## src/rtl/systolic_seq_ctrl_pkg.sv

```systemverilog
// Shared definitions for the systolic array sequencer: Q8.8 datapath format and
// the sequencer state encoding.
package systolic_seq_ctrl_pkg;

   localparam int unsigned DATA_W    = 16;
   localparam int unsigned FRAC_BITS = 8;

   localparam int unsigned StateW = 3;
   typedef logic [StateW-1:0] seq_state_t;

   localparam seq_state_t StIdle   = 3'd0;
   localparam seq_state_t StLoadW  = 3'd1;
   localparam seq_state_t StSwitch = 3'd2;
   localparam seq_state_t StStream = 3'd3;
   localparam seq_state_t StDrain  = 3'd4;
   localparam seq_state_t StDone   = 3'd5;

endpackage

```

## src/rtl/systolic_seq_ctrl_if.sv

```systemverilog
// Job control, buffer handshake and PE array control signals of the sequencer.
// The master side (job issuer / test harness) drives requests; the slave is the sequencer.
interface systolic_seq_ctrl_if #(
   parameter int unsigned ROWS_W = 8
);
   logic              start;
   logic [ROWS_W-1:0] num_rows;
   logic              abort;
   logic              w_src_valid;
   logic              w_src_ready;
   logic              x_src_valid;
   logic              x_src_ready;
   logic              res_valid_in;
   logic              pe_accept_w;
   logic              pe_switch;
   logic              pe_valid;
   logic              pe_enabled;
   logic              busy;
   logic              done;
   logic              err;

   modport master (
      output start, num_rows, abort, w_src_valid, x_src_valid, res_valid_in,
      input  w_src_ready, x_src_ready, pe_accept_w, pe_switch, pe_valid, pe_enabled,
             busy, done, err
   );

   modport slave (
      input  start, num_rows, abort, w_src_valid, x_src_valid, res_valid_in,
      output w_src_ready, x_src_ready, pe_accept_w, pe_switch, pe_valid, pe_enabled,
             busy, done, err
   );

endinterface

```

## src/rtl/systolic_seq_ctrl.sv

```systemverilog
// Per-job sequencer for an ARRAY_DIM x ARRAY_DIM systolic array: load weights, switch,
// stream input vectors, drain results. Controls only; no datapath passes through here.
module systolic_seq_ctrl
   import systolic_seq_ctrl_pkg::*;
#(
   parameter int unsigned ARRAY_DIM = 2,
   parameter int unsigned ROWS_W    = 8
) (
   input  logic                 clk,
   input  logic                 rst,
   systolic_seq_ctrl_if.slave   bus
);

   localparam int unsigned WCntW = $clog2(ARRAY_DIM + 1);
   localparam logic [WCntW-1:0] WLast = WCntW'(ARRAY_DIM);

   seq_state_t        r_state;
   seq_state_t        w_state_d;
   logic [WCntW-1:0]  r_w_cnt;
   logic [WCntW-1:0]  w_w_cnt_nxt;
   logic [ROWS_W-1:0] r_x_cnt;
   logic [ROWS_W-1:0] w_x_cnt_nxt;
   logic [ROWS_W-1:0] r_res_cnt;
   logic [ROWS_W-1:0] r_num_rows;
   logic              r_err;

   logic w_abort;
   logic w_start_acc;
   logic w_w_fire;
   logic w_x_fire;
   logic w_res_ok;
   logic w_res_bad;

   assign w_abort     = bus.abort & (r_state != StIdle);
   assign w_start_acc = bus.start & (r_state == StIdle);
   assign w_w_fire    = bus.w_src_valid & (r_state == StLoadW);
   assign w_x_fire    = bus.x_src_valid & (r_state == StStream);
   assign w_w_cnt_nxt = r_w_cnt + WCntW'(1);
   assign w_x_cnt_nxt = r_x_cnt + ROWS_W'(1);

   // Results only count while the job can still expect them; anything else is an error.
   assign w_res_ok  = bus.res_valid_in & ((r_state == StStream) | (r_state == StDrain)) &
                      (r_res_cnt != r_num_rows);
   assign w_res_bad = bus.res_valid_in & ~w_res_ok;

   always_comb begin
      w_state_d = r_state;
      case (r_state)
         StIdle:   if (bus.start) w_state_d = StLoadW;
         StLoadW:  if (w_w_fire && (w_w_cnt_nxt == WLast)) w_state_d = StSwitch;
         StSwitch: w_state_d = (r_num_rows == '0) ? StDone : StStream;
         StStream: if (w_x_fire && (w_x_cnt_nxt == r_num_rows)) w_state_d = StDrain;
         StDrain:  if (r_res_cnt == r_num_rows) w_state_d = StDone;
         StDone:   w_state_d = StIdle;
         default:  w_state_d = StIdle;
      endcase
      if (w_abort) w_state_d = StIdle;
   end

   always_ff @(posedge clk) begin
      if (rst) begin
         r_state    <= StIdle;
         r_w_cnt    <= '0;
         r_x_cnt    <= '0;
         r_res_cnt  <= '0;
         r_num_rows <= '0;
         r_err      <= 1'b0;
      end else begin
         r_state <= w_state_d;
         if (w_abort) begin
            r_w_cnt   <= '0;
            r_x_cnt   <= '0;
            r_res_cnt <= '0;
            r_err     <= 1'b0;
         end else if (w_start_acc) begin
            r_num_rows <= bus.num_rows;
            r_w_cnt    <= '0;
            r_x_cnt    <= '0;
            r_res_cnt  <= '0;
            r_err      <= 1'b0;
         end else begin
            if (w_w_fire)  r_w_cnt   <= w_w_cnt_nxt;
            if (w_x_fire)  r_x_cnt   <= w_x_cnt_nxt;
            if (w_res_ok)  r_res_cnt <= r_res_cnt + ROWS_W'(1);
            if (w_res_bad) r_err     <= 1'b1;
         end
      end
   end

   always_comb begin
      bus.w_src_ready = (r_state == StLoadW);
      bus.x_src_ready = (r_state == StStream);
      bus.pe_accept_w = w_w_fire;
      bus.pe_switch   = (r_state == StSwitch);
      bus.pe_valid    = w_x_fire;
      bus.pe_enabled  = (r_state == StLoadW) | (r_state == StSwitch) |
                        (r_state == StStream) | (r_state == StDrain);
      bus.busy        = (r_state != StIdle);
      bus.done        = (r_state == StDone);
      bus.err         = r_err;
   end

endmodule
```

## src/flat_wrapper.sv

```systemverilog
// flat-port wrapper written by rule: the top's interface ports become plain ports
module systolic_seq_ctrl_flat import systolic_seq_ctrl_pkg::*;
#(
   parameter int unsigned ARRAY_DIM = 2,
   parameter int unsigned ROWS_W    = 8
)
  (clk, rst, bus_start, bus_num_rows, bus_abort, bus_w_src_valid, bus_x_src_valid, bus_res_valid_in, bus_w_src_ready, bus_x_src_ready, bus_pe_accept_w, bus_pe_switch, bus_pe_valid, bus_pe_enabled, bus_busy, bus_done, bus_err);
  systolic_seq_ctrl_if #(.ROWS_W(ROWS_W)) bus_i ();
  input  logic clk;
  input  logic rst;
  input wire logic [$bits(bus_i.start)-1:0] bus_start;
  input wire logic [$bits(bus_i.num_rows)-1:0] bus_num_rows;
  input wire logic [$bits(bus_i.abort)-1:0] bus_abort;
  input wire logic [$bits(bus_i.w_src_valid)-1:0] bus_w_src_valid;
  input wire logic [$bits(bus_i.x_src_valid)-1:0] bus_x_src_valid;
  input wire logic [$bits(bus_i.res_valid_in)-1:0] bus_res_valid_in;
  output wire logic [$bits(bus_i.w_src_ready)-1:0] bus_w_src_ready;
  output wire logic [$bits(bus_i.x_src_ready)-1:0] bus_x_src_ready;
  output wire logic [$bits(bus_i.pe_accept_w)-1:0] bus_pe_accept_w;
  output wire logic [$bits(bus_i.pe_switch)-1:0] bus_pe_switch;
  output wire logic [$bits(bus_i.pe_valid)-1:0] bus_pe_valid;
  output wire logic [$bits(bus_i.pe_enabled)-1:0] bus_pe_enabled;
  output wire logic [$bits(bus_i.busy)-1:0] bus_busy;
  output wire logic [$bits(bus_i.done)-1:0] bus_done;
  output wire logic [$bits(bus_i.err)-1:0] bus_err;
  assign bus_i.start = bus_start;
  assign bus_i.num_rows = bus_num_rows;
  assign bus_i.abort = bus_abort;
  assign bus_i.w_src_valid = bus_w_src_valid;
  assign bus_i.x_src_valid = bus_x_src_valid;
  assign bus_i.res_valid_in = bus_res_valid_in;
  assign bus_w_src_ready = bus_i.w_src_ready;
  assign bus_x_src_ready = bus_i.x_src_ready;
  assign bus_pe_accept_w = bus_i.pe_accept_w;
  assign bus_pe_switch = bus_i.pe_switch;
  assign bus_pe_valid = bus_i.pe_valid;
  assign bus_pe_enabled = bus_i.pe_enabled;
  assign bus_busy = bus_i.busy;
  assign bus_done = bus_i.done;
  assign bus_err = bus_i.err;
  systolic_seq_ctrl #(.ARRAY_DIM(ARRAY_DIM), .ROWS_W(ROWS_W)) u_core (.clk(clk), .rst(rst), .bus(bus_i));
endmodule
```

## config.mk

```make
export PLATFORM = sky130hd
export DESIGN_NAME = systolic_seq_ctrl_flat
export DESIGN_NICKNAME = d
export VERILOG_FILES = /design/src/rtl/systolic_seq_ctrl_pkg.sv /design/src/rtl/systolic_seq_ctrl_if.sv /design/src/rtl/systolic_seq_ctrl.sv /design/src/flat_wrapper.sv
export SDC_FILE = /design/constraint.sdc
export NUM_CORES = 1
export LEC_CHECK = 0
export BUFFER_PORTS_ARGS = -buffer_cell sky130_fd_sc_hd__buf_2
export CAP_MARGIN = 25
export CORE_MARGIN = 8
export CORE_UTILIZATION = 50
export DETAILED_ROUTE_END_ITERATION = 8
export PLACE_DENSITY = 0.79
export SLEW_MARGIN = 20
export SYNTH_ARGS = -nofsm -noshare
export SYNTH_HDL_FRONTEND = slang
export SYNTH_SLANG_ARGS = --single-unit
export TNS_END_PERCENT = 30
```

## constraint.sdc

```tcl
create_clock -name clk -period 4.2 [get_ports clk]
set_clock_uncertainty 0.1 [all_clocks]
set_input_delay 0.84 -clock clk [delete_from_list [all_inputs] [get_ports clk]]
set_output_delay 0.84 -clock clk [all_outputs]
set_load 0.01 [all_outputs]
```

==> impl_metrics.toml <==
[finish]
fin_util_pct = 56.9
regArea_sq_um = 601
nNetsFinal = 251
final_cells = 279
diodes = 0
area_delta_synth_final_pct = 7.76
multiInputGateArea_sq_mm = 0.00109
fill_cells = 318
drive_gt1_share_pct = 18.0

[outcome]
status = "complete, no violations"

[timing]
setup_viol = 0
min_period_ps = 2570
clock.fmax_mhz = 390
tightestPinTransition_ps = 525
rsz0062_at_grt = "no"
hold_violations = 0
fin_crit_sh_pct = 61.1
fin_setup_tns_ps = 0
holdWs_ps = 375
relSlewSlack_pct = 64.7
slew_violations = 0

[power_and_ir_drop]
p_sw_uw = 145
p_leak_uw = 0.000779
p_total_uw = 529
seq_power_share_pct = 57.4
ir_worst_vdd_mv = 0.228
pwr-share-clk_pct = 29.3
switching_share_pct = 27.4
p_comb_share_pct = 13.3
p_int_uw = 384
power_density_mw_per_mm2 = 274

[run]
cap_violations = 0

[yosys]
synthDistinctLibCells = 47
ys_async_sr_fraction_pct = 0
synth.top_cells.by_area = "dfxtp_1, xnor2_1, xor2_1"
synth_edf_count = 0
synth_flop_cell = "dfxtp_1"
synth_area_leader_cell = "dfxtp_1"
avgSynthCellArea_sq_um = 8.29
syn_inst = 216
syn_area_sq_mm = 0.00179
ys_seq_elements = 30
ys.warnings.count = 0
syn_nets = 234
synth_top_area_share_pct = 33.5
synth-seq-area-share_pct = 33.5

[clocking]
htreeDepth = 2
clk_pin_slew_ps = 80
ctsHoldBuffers = 0
cts_num_sinks = 30
cts_tree = "done"
clk_path_buf_depth = 2
ctsResizeCount = 0
clockRootBuffer = "clkbuf_4"
post_cts_buffers = 0
clock_latency_ps = 330
cts_made_buffers = 5

[global_routing]
grt_pass1_vias = 1383
grt_max_degree = 15
grt-ovfl-total = 0
grt_pass1_wl_microns = 6370
antenna_found_initial = 0
gr-usage-all-layers_pct = 14.7

[worst_setup_path]
path_max_fanout = 12
worstSetupPathType = "reg2out"
reg2reg_depth = 5
required_ps = 3260
critPathCaptureType = "output pin"
crit_arrival_ps = 1630
crit_path_start_kind = "register"

[placement]
place.port_buffers = 23
place_inst = 272
dp_hpwl_microns = 2860
routabilityCongestion = 0.805

[detailed_routing]
vias = 1513
vias_per_cell = 5.42
firstDrtPassIters = 4
wirelength_microns = 3780
drc = 0
drtAntennaViolNets = 0
drt_iter0_markers = 81
post_drt_wl_per_cell_microns = 13.5

[floorplanning]
initial_core_util_pct = 52.8
die_height_microns = 75.8
io-pin-count = 24
coreArea_sq_mm = 0.00339
rows = 21
die_x_microns = 75.8
die_area_sq_mm = 0.00575

[worst_hold_path]
hold_path_class = "reg2reg"
holdPathStages = 1
-- per-stage QoR --
| step | cell area, sq um | setup WS, ps |
|---|---|---|
| final | 1930 | 1630 |
| after global placement | 1880 | 1950 |
| after global routing | 1930 | 1500 |
| after CTS | 1930 | 1620 |
| after detailed placement | 1880 | 1890 |
| after floorplan | 1790 | 2020 |
-- path summary, 6_finish.rpt --
| kind | startpoint | to | slack [ps] |
|---|---|---|---|
| max | u_core.r_state[1]$_SDFFE_PP0P_ | bus_pe_valid | 1630 |
| max reg2reg | u_core.r_x_cnt[0]$_SDFFE_PP0P_ | u_core.r_state[0]$_SDFFE_PP0P_ | 2050 |
| min | u_core.bus.err$_SDFFE_PP0P_ | u_core.bus.err$_SDFFE_PP0P_ | 380 |
| min reg2reg | u_core.bus.err$_SDFFE_PP0P_ | u_core.bus.err$_SDFFE_PP0P_ | 380 |
-- kinds of logic (layout without fill, tap and decap cells) --
logic type      Yosys count  after routing  synth area share [%]
compound gates           34             34                  13.0
xor+xnor                 30             30                  14.7
fa+ha+maj                 3              3                  2.10
buf+inv                  18             35                  5.45
flops                    30             30                  33.5
mux                       6              6                  3.42
simple gates             95             95                  27.8
-- worst max-delay path: stages (launching register included) --
cell     delay [ps]
dfxtp_1         560
and3b_2         290
nand2_2         100
inv_1           180
buf_2           170
-- layer usage --
| layer | vias to the layer above | track usage (%) | wire length [microns] | part of all wire [%] |
|---|---|---|---|---|
| met3 | 8 | 5.66 | 273 | 7.2 |
| met1 | 687 | 18.4 | 1770 | 47 |
| li1 | 776 | - | - | - |
| met5 | - | 0 | 0 | 0 |
| met4 | 0 | 7.04 | 85 | 2.3 |
| met2 | 42 | 21.5 | 1650 | 44 |
-- area by class of cell --
cell class | instances | share of cell area, %
Multi-Input combinational cell | 168 | 56.6
Sequential cell | 30 | 31.1
Clock buffer | 7 | 2.33
Timing Repair Buffer | 23 | 5.97
Tap cell | 46 | 2.98
Inverter | 5 | 0.973
-- registers in the layout, indices dropped and copies added, names as in the netlist --
signal	cells
u_core.bus.err	1
u_core.r_num_rows	8
u_core.r_res_cnt	8
u_core.r_state	3
u_core.r_w_cnt	2
u_core.r_x_cnt	8
-- Yosys cell counts, types with 4 or more instances --
cell type / instances
nor2_1: 18
buf_4: 4
nand2_1: 31
a21oi_1: 15
and2_1: 4
xor2_1: 14
inv_1: 5
or3_1: 7
mux2i_1: 5
buf_2: 6
nand3_1: 10
dfxtp_1: 30
xnor2_1: 16
-- power groups by stage --
stage               clock, uW  combinational (uW)  sequential (uW)
global route              174                79.1              305
global placement            0                68.8              310
floorplan                   0                56.2              304
CTS                       160                70.9              304
detailed placement          0                70.5              310
finish                    155                70.3              304
-- cells in the final DEF, fill, tap and decap left out, types with 2 or more instances in the layout --
master    netlist  routed
nand2_1        31      31
dfxtp_1        30      30
buf_2           6      23
nor2_1         18      18
xnor2_1        16      16
a21oi_1        15      15
xor2_1         14      14
nand3_1        10      10
or3_1           7       7
inv_1           5       5
mux2i_1         5       5
clkbuf_4        0       5
and2_1          4       4
o21a_1          3       3
nor3_1          3       3
nand4_1         3       3
o21ai_0         3       3
ha_1            3       3
nand2_2         2       2
nor3b_1         2       2
and3_1          2       2
nor4_1          2       2
nor4_2          2       2
a211oi_1        2       2
clkbuf_1        2       2
(Power assumes the default switching activity.)
